File: src/rtl/morph_frame_ctrl.sv
`default_nettype none
// ============================================================================
//  Module   : morph_frame_ctrl
//  Brief    : Frame sequencer for the 3x3 binary morphology datapath. Arms on
//             a start pulse, latches the operation mode, forwards the serial
//             pixel stream with position tracking and SOF/EOF markers, counts
//             datapath outputs to detect completion, and flags drop, overrun
//             and drain-timeout errors.
//  Revision : 1.0 - initial release
// ============================================================================
module morph_frame_ctrl #(
    parameter int COL_NUM = 1024,
    parameter int ROW_NUM = 720,
    parameter int OUT_NUM = 733796,
    parameter int TIMEOUT = 4096
) (
    input  logic        sclk,
    input  logic        rst,
    input  logic        start,
    input  logic [1:0]  mode_in,
    input  logic        src_data,
    input  logic        src_flag,
    output logic        dp_data,
    output logic        dp_flag,
    input  logic        dp_po_flag,
    output logic [1:0]  mode,
    output logic [10:0] col_cnt,
    output logic [9:0]  row_cnt,
    output logic        sof,
    output logic        eof,
    output logic        busy,
    output logic        done,
    output logic        err_drop,
    output logic        err_overrun,
    output logic        err_timeout
);

    localparam int IDLE_W = $clog2(TIMEOUT + 1);

    localparam logic [1:0] c_ST_IDLE  = 2'd0;
    localparam logic [1:0] c_ST_RUN   = 2'd1;
    localparam logic [1:0] c_ST_DRAIN = 2'd2;
    localparam logic [1:0] c_ST_DONE  = 2'd3;

    localparam logic [10:0]       c_COL_LAST = 11'(COL_NUM - 1);
    localparam logic [9:0]        c_ROW_LAST = 10'(ROW_NUM - 1);
    localparam logic [19:0]       c_OUT_NUM  = 20'(OUT_NUM);
    localparam logic [IDLE_W-1:0] c_TIMEOUT  = IDLE_W'(TIMEOUT);

    logic [1:0]        r_state;
    logic [1:0]        w_state_nxt;

    logic              r_dp_data;
    logic              r_dp_flag;
    logic [1:0]        r_mode;
    logic [10:0]       r_col_cnt;
    logic [9:0]        r_row_cnt;
    logic              r_first;
    logic              r_sof;
    logic              r_eof;
    logic              r_busy;
    logic              r_done;
    logic              r_err_drop;
    logic              r_err_overrun;
    logic              r_err_timeout;
    logic [19:0]       r_out_cnt;
    logic [IDLE_W-1:0] r_idle_cnt;

    logic              w_accept;
    logic              w_fwd;
    logic [10:0]       w_col_nxt;
    logic [9:0]        w_row_nxt;
    logic              w_last_px;
    logic              w_po_live;
    logic              w_out_full;
    logic              w_out_inc;
    logic              w_out_reach;
    logic [IDLE_W-1:0] w_idle_nxt;
    logic              w_idle_expire;
    logic              w_set_timeout;

    // Event decodes shared by the FSM and the datapath registers
    always_comb begin
        w_accept  = (r_state == c_ST_IDLE) && start;
        w_fwd     = (r_state == c_ST_RUN) && src_flag;

        // The first pixel after arming lands at (0,0); afterwards advance
        // along the row and wrap into the next row.
        w_col_nxt = 11'd0;
        w_row_nxt = 10'd0;
        if (!r_first) begin
            if (r_col_cnt == c_COL_LAST) begin
                w_col_nxt = 11'd0;
                w_row_nxt = r_row_cnt + 10'(1);
            end else begin
                w_col_nxt = r_col_cnt + 11'(1);
                w_row_nxt = r_row_cnt;
            end
        end
        w_last_px = w_fwd && (w_col_nxt == c_COL_LAST) && (w_row_nxt == c_ROW_LAST);

        w_po_live   = ((r_state == c_ST_RUN) || (r_state == c_ST_DRAIN)) && dp_po_flag;
        w_out_full  = (r_out_cnt == c_OUT_NUM);
        w_out_inc   = w_po_live && !w_out_full;
        w_out_reach = w_out_inc && ((r_out_cnt + 20'(1)) == c_OUT_NUM);

        // An output in the same cycle clears the idle count, so a final
        // output always wins over a coincident timeout.
        w_idle_nxt    = dp_po_flag ? '0 : (r_idle_cnt + IDLE_W'(1));
        w_idle_expire = (w_idle_nxt == c_TIMEOUT);
        w_set_timeout = (r_state == c_ST_DRAIN) && w_idle_expire
                        && !w_out_full && !w_out_reach;
    end

    // State register
    always_ff @(posedge sclk) begin
        if (rst) begin
            r_state <= c_ST_IDLE;
        end else begin
            r_state <= w_state_nxt;
        end
    end

    // Next-state logic
    always_comb begin
        w_state_nxt = r_state;
        case (r_state)
            c_ST_IDLE: begin
                if (start) begin
                    w_state_nxt = c_ST_RUN;
                end
            end
            c_ST_RUN: begin
                if (w_last_px) begin
                    w_state_nxt = c_ST_DRAIN;
                end
            end
            c_ST_DRAIN: begin
                if (w_out_full || w_out_reach || w_idle_expire) begin
                    w_state_nxt = c_ST_DONE;
                end
            end
            default: begin
                w_state_nxt = c_ST_IDLE;
            end
        endcase
    end

    // Pixel forwarding, position tracking and frame markers
    always_ff @(posedge sclk) begin
        if (rst) begin
            r_dp_data <= 1'b0;
            r_dp_flag <= 1'b0;
            r_mode    <= 2'b00;
            r_col_cnt <= 11'd0;
            r_row_cnt <= 10'd0;
            r_first   <= 1'b0;
            r_sof     <= 1'b0;
            r_eof     <= 1'b0;
        end else begin
            r_dp_flag <= w_fwd;
            r_sof     <= w_fwd && r_first;
            r_eof     <= w_last_px;
            if (w_fwd) begin
                r_dp_data <= src_data;
                r_col_cnt <= w_col_nxt;
                r_row_cnt <= w_row_nxt;
                r_first   <= 1'b0;
            end
            if (w_accept) begin
                r_mode    <= (mode_in == 2'b11) ? 2'b00 : mode_in;
                r_col_cnt <= 11'd0;
                r_row_cnt <= 10'd0;
                r_first   <= 1'b1;
            end
        end
    end

    // Output counting, drain idle timer, status decodes and sticky errors
    always_ff @(posedge sclk) begin
        if (rst) begin
            r_out_cnt     <= 20'd0;
            r_idle_cnt    <= '0;
            r_busy        <= 1'b0;
            r_done        <= 1'b0;
            r_err_drop    <= 1'b0;
            r_err_overrun <= 1'b0;
            r_err_timeout <= 1'b0;
        end else begin
            r_busy <= (r_state == c_ST_RUN) || (r_state == c_ST_DRAIN);
            r_done <= (r_state == c_ST_DONE);
            if (w_accept) begin
                r_out_cnt     <= 20'd0;
                r_idle_cnt    <= '0;
                r_err_drop    <= 1'b0;
                r_err_overrun <= 1'b0;
                r_err_timeout <= 1'b0;
            end else begin
                if (w_out_inc) begin
                    r_out_cnt <= r_out_cnt + 20'(1);
                end
                if (w_po_live && w_out_full) begin
                    r_err_overrun <= 1'b1;
                end
                if (r_state == c_ST_DRAIN) begin
                    r_idle_cnt <= w_idle_nxt;
                end
                if (w_set_timeout) begin
                    r_err_timeout <= 1'b1;
                end
            end
            // A pixel arriving outside RUN is lost; record it even if a
            // start is accepted in the same cycle.
            if (src_flag && (r_state != c_ST_RUN)) begin
                r_err_drop <= 1'b1;
            end
        end
    end

    assign dp_data     = r_dp_data;
    assign dp_flag     = r_dp_flag;
    assign mode        = r_mode;
    assign col_cnt     = r_col_cnt;
    assign row_cnt     = r_row_cnt;
    assign sof         = r_sof;
    assign eof         = r_eof;
    assign busy        = r_busy;
    assign done        = r_done;
    assign err_drop    = r_err_drop;
    assign err_overrun = r_err_overrun;
    assign err_timeout = r_err_timeout;

endmodule
`default_nettype wire

File: config.mk
export PLATFORM = sky130hd
export DESIGN_NAME = morph_frame_ctrl
export DESIGN_NICKNAME = d
export VERILOG_FILES = /design/src/rtl/morph_frame_ctrl.sv
export SDC_FILE = /design/constraint.sdc
export NUM_CORES = 1
export LEC_CHECK = 0
export BUFFER_PORTS_ARGS = -buffer_cell sky130_fd_sc_hd__buf_2
export CORE_MARGIN = 2
export CORE_UTILIZATION = 55
export CTS_CLUSTER_DIAMETER = 40
export CTS_CLUSTER_SIZE = 40
export DETAILED_ROUTE_END_ITERATION = 12
export PLACE_DENSITY = 0.75
export SLEW_MARGIN = 20
export SYNTH_ARGS = -nofsm -noshare
export SYNTH_HDL_FRONTEND = slang
export SYNTH_SLANG_ARGS = --single-unit
File: constraint.sdc
create_clock -name sclk -period 4.5 [get_ports sclk]
set_input_delay 0.9 -clock sclk [delete_from_list [all_inputs] [get_ports sclk]]
set_output_delay 0.9 -clock sclk [all_outputs]
set_load 0.1 [all_outputs]
==> impl_metrics.py <==
metrics = {
    "clocking": {
        "clockBufferDepth": 2,
        "cts_buffers": 9,
        "cts_tree": "yes",
        "ctsResizeCount": 0,
        "path_clk_slew_ps": 70,
        "post_cts_buffers": 0,
        "cts_root_buf": "clkbuf_8",
        "cts_hold_buffers": 0,
        "clk_latency_ps": 340,
        "cts_sinks": 68,
        "cts_max_level": 3,
    },
    "job": {
        "cap_violations": 0,
    },
    "detailed_routing": {
        "wl_per_cell_um": 14.6,
        "via_per_inst": 5.90,
        "vias": 3635,
        "first_pass_iters": 5,
        "wl_met2_mm": 4.09,
        "drt-initial-drc-count": 210,
        "m1WireLength_mm": 4.31,
        "drc": 0,
        "drt-total-wl_mm": 8.99,
        "topRoutingLayerUsed": "met4",
        "wl_met3_um": 514,
        "ant_nets": 0,
    },
    "setup_path": {
        "cp.required_ps": 4710,
        "crit_fanout": 8,
        "path_class": "flip-flop to flip-flop",
        "worstPathArrival_ps": 3210,
        "cp-start-kind": "flip-flop",
        "end_kind": "flip-flop",
    },
    "layout": {
        "multiInputGateArea_um2": 2320,
        "register_area_um2": 1360,
        "fin_util_pct": 62.1,
        "area_growth_syn_to_layout_pct": 9.37,
        "final_nets": 535,
        "drive_gt1_share_pct": 12.9,
        "fillerInstances": 619,
        "diodes": 0,
    },
    "logic_synthesis": {
        "synth_cell_types": 58,
        "syn_inst": 497,
        "synthSimpleGateAreaFrac_pct": 32.7,
        "synthAdderAreaFrac_pct": 3.24,
        "ys_seq_elements": 68,
        "ys_seq_area_share_pct": 35.3,
        "ys.flop_type": "dfxtp_1",
        "netlist_area_um2": 3860,
        "synth_xor_area_share_pct": 6.81,
        "async_reset_ff_share_pct": 0,
        "yosys_warnings": 0,
        "synthMuxAreaShare_pct": 2.14,
        "avgSynthCellArea_um2": 7.76,
        "syn-num-nets": 515,
        "synth_top_family_by_area": "simple AND/OR/NAND/NOR gates",
        "synth_edf_count": 0,
        "synth_compound_area_share_pct": 15.2,
    },
    "min_path": {
        "min_path_type": "flip-flop to flip-flop",
    },
    "global_route": {
        "first_global_vias": 3107,
        "overflow": 0,
        "antenna_found_initial": 0,
        "grt_pass1_wl_mm": 14.9,
        "track_usage_pct": 24.1,
        "grt_start_max_net_pins": 38,
    },
    "floorplanning": {
        "rows": 30,
        "fp.dieW_um": 87.8,
        "dieArea_um2": 7700,
        "start_util_pct": 56.8,
        "fp.coreArea_um2": 6790,
        "fp.dieH_um": 87.8,
        "ios": 40,
    },
    "timing": {
        "tightest_slew_ps": 798,
        "slew-limit-headroom_pct": 46.7,
        "post-route-period-util_pct": 66.6,
        "final-hold-violation-count": 0,
        "rsz0062_at_grt": "no",
        "period_minus_slack_ps": 3000,
        "tns_ps": 0,
        "clock_skew_ps": 8.53,
        "holdWs_ps": 458,
        "maxSlewViolCount": 0,
        "fin_ws_ps": 1500,
        "max_freq_ghz": 0.333,
        "final-setup-viol-count": 0,
    },
    "outcome": {
        "outcome": "completed",
    },
    "placed_design": {
        "place_ws_ps": 1580,
        "io_buffers": 39,
        "place.gp.congestion": 0.933,
        "dp_hpwl_mm": 6.22,
    },
    "pwr": {
        "power_density_nw_per_um2": 364,
        "vdd_ir_drop_max_mv": 0.160,
        "total_power_w": 0.00154,
        "p_leak_nw": 1.53,
    },
}
==> path summary, 6_finish.rpt <==
check	slack, ps	start	depth (start not counted)	to
setup / recovery	1500	col_cnt[0]$_SDFFE_PP0P_	8	r_state[1]$_SDFFE_PP0P_
hold / removal	460	dp_data$_SDFFE_PP0P_	2	dp_data$_SDFFE_PP0P_
setup reg to reg	1500	col_cnt[0]$_SDFFE_PP0P_	8	r_state[1]$_SDFFE_PP0P_
hold reg to reg	460	dp_data$_SDFFE_PP0P_	2	dp_data$_SDFFE_PP0P_
==> sequential cells by signal, summed over array words and instances, names as in the netlist <==
register	flops
r_idle_cnt	13
eof	1
mode	2
r_first	1
col_cnt	11
dp_flag	1
sof	1
busy	1
row_cnt	10
err_timeout	1
dp_data	1
err_overrun	1
r_out_cnt	20
err_drop	1
done	1
r_state	2
==> per-stage QoR <==
step                      cell area (µm²)  std cells
after global placement               4050        602
after detailed placement             4050        602
after floorplan                      3860        497
after CTS                            4220        616
after global routing                 4220        616
final                                4220        616
==> layout by cell type, fill, tap and decap left out, drive strengths merged, types with 2 or more instances in the layout <==
| cell type | instances |
|---|---|
| dfxtp | 68 |
| mux2 | 2 |
| or3 | 4 |
| and4 | 4 |
| nand3b | 3 |
| nor3b | 6 |
| nor2b | 6 |
| nand2 | 34 |
| a2bb2oi | 2 |
| nor2 | 80 |
| or2 | 5 |
| clkbuf | 12 |
| a2111o | 2 |
| xor2 | 8 |
| inv | 11 |
| mux2i | 6 |
| nand3 | 20 |
| o21ai | 29 |
| xnor2 | 22 |
| ha | 10 |
| and3 | 15 |
| a21oi | 39 |
| and2 | 6 |
| clkinv | 2 |
| nor4 | 21 |
| buf | 40 |
| nor3 | 12 |
| o21a | 3 |
| nand4 | 11 |
| or4 | 4 |
| a22oi | 5 |
| a31oi | 6 |
| nand2b | 3 |
| nand4b | 3 |
| nor4b | 3 |
==> critical path, stage by stage, from the launching register on <==
cell,delay (ps)
dfxtp_1,450
ha_1,330
nand3_1,320
nor4b_1,730
xnor2_1,170
nor3_1,220
a31oi_1,150
a21oi_2,170
mux2_1,340
==> per-layer routing <==
layer | GRT usage (%) | vias to the layer above
li1 | - | 1809
met1 | 34.4 | 1695
met2 | 37.4 | 124
met3 | 3.39 | 7
met4 | 8.11 | 0
met5 | 0 | -
==> report_power, final <==
part           switching, W  internal (W)
combinational      0.000313      0.000105
clock              0.000214      0.000237
sequential        0.0000367      0.000630
==> synth_stat cells, drive strengths merged (8+ instances only) <==
library cell / n / share of area, %
xnor2: 22 / 5.0
ha: 10 / 3.2
clkbuf: 21 / 2.1
nand2: 34 / 3.4
o21ai: 29 / 3.8
nor4: 21 / 4.0
nor3: 12 / 1.6
and3: 15 / 2.4
buf: 10 / 1.5
inv: 11 / 1.1
nor2: 80 / 7.8
nand3: 20 / 2.7
a21oi: 39 / 5.2
nand4: 11 / 1.9
xor2: 8 / 1.8
dfxtp: 68 / 35
==> area by class of cell <==
class                      count  share of cell area (%)
multi-input combinational    387                    55.0
sequential                    68                    32.3
timing repair buffer          40                    4.80
clock buffer                  12                    3.91
tap                           96                    2.85
inverter                      11                   0.978
clock inverter                 2                   0.237
==> cells by family (layout without fill, tap and decap cells) <==
family	count (synthesis)	count (layout)
and+or+nand+nor	241	241
AOI/OAI and AO/OA	98	98
DFF	68	68
buffers and inverters	42	65
xor gates and xnor gates	30	30
adders and majority gates	10	10
muxes	8	8
Power figures use the tool's default switching activity.
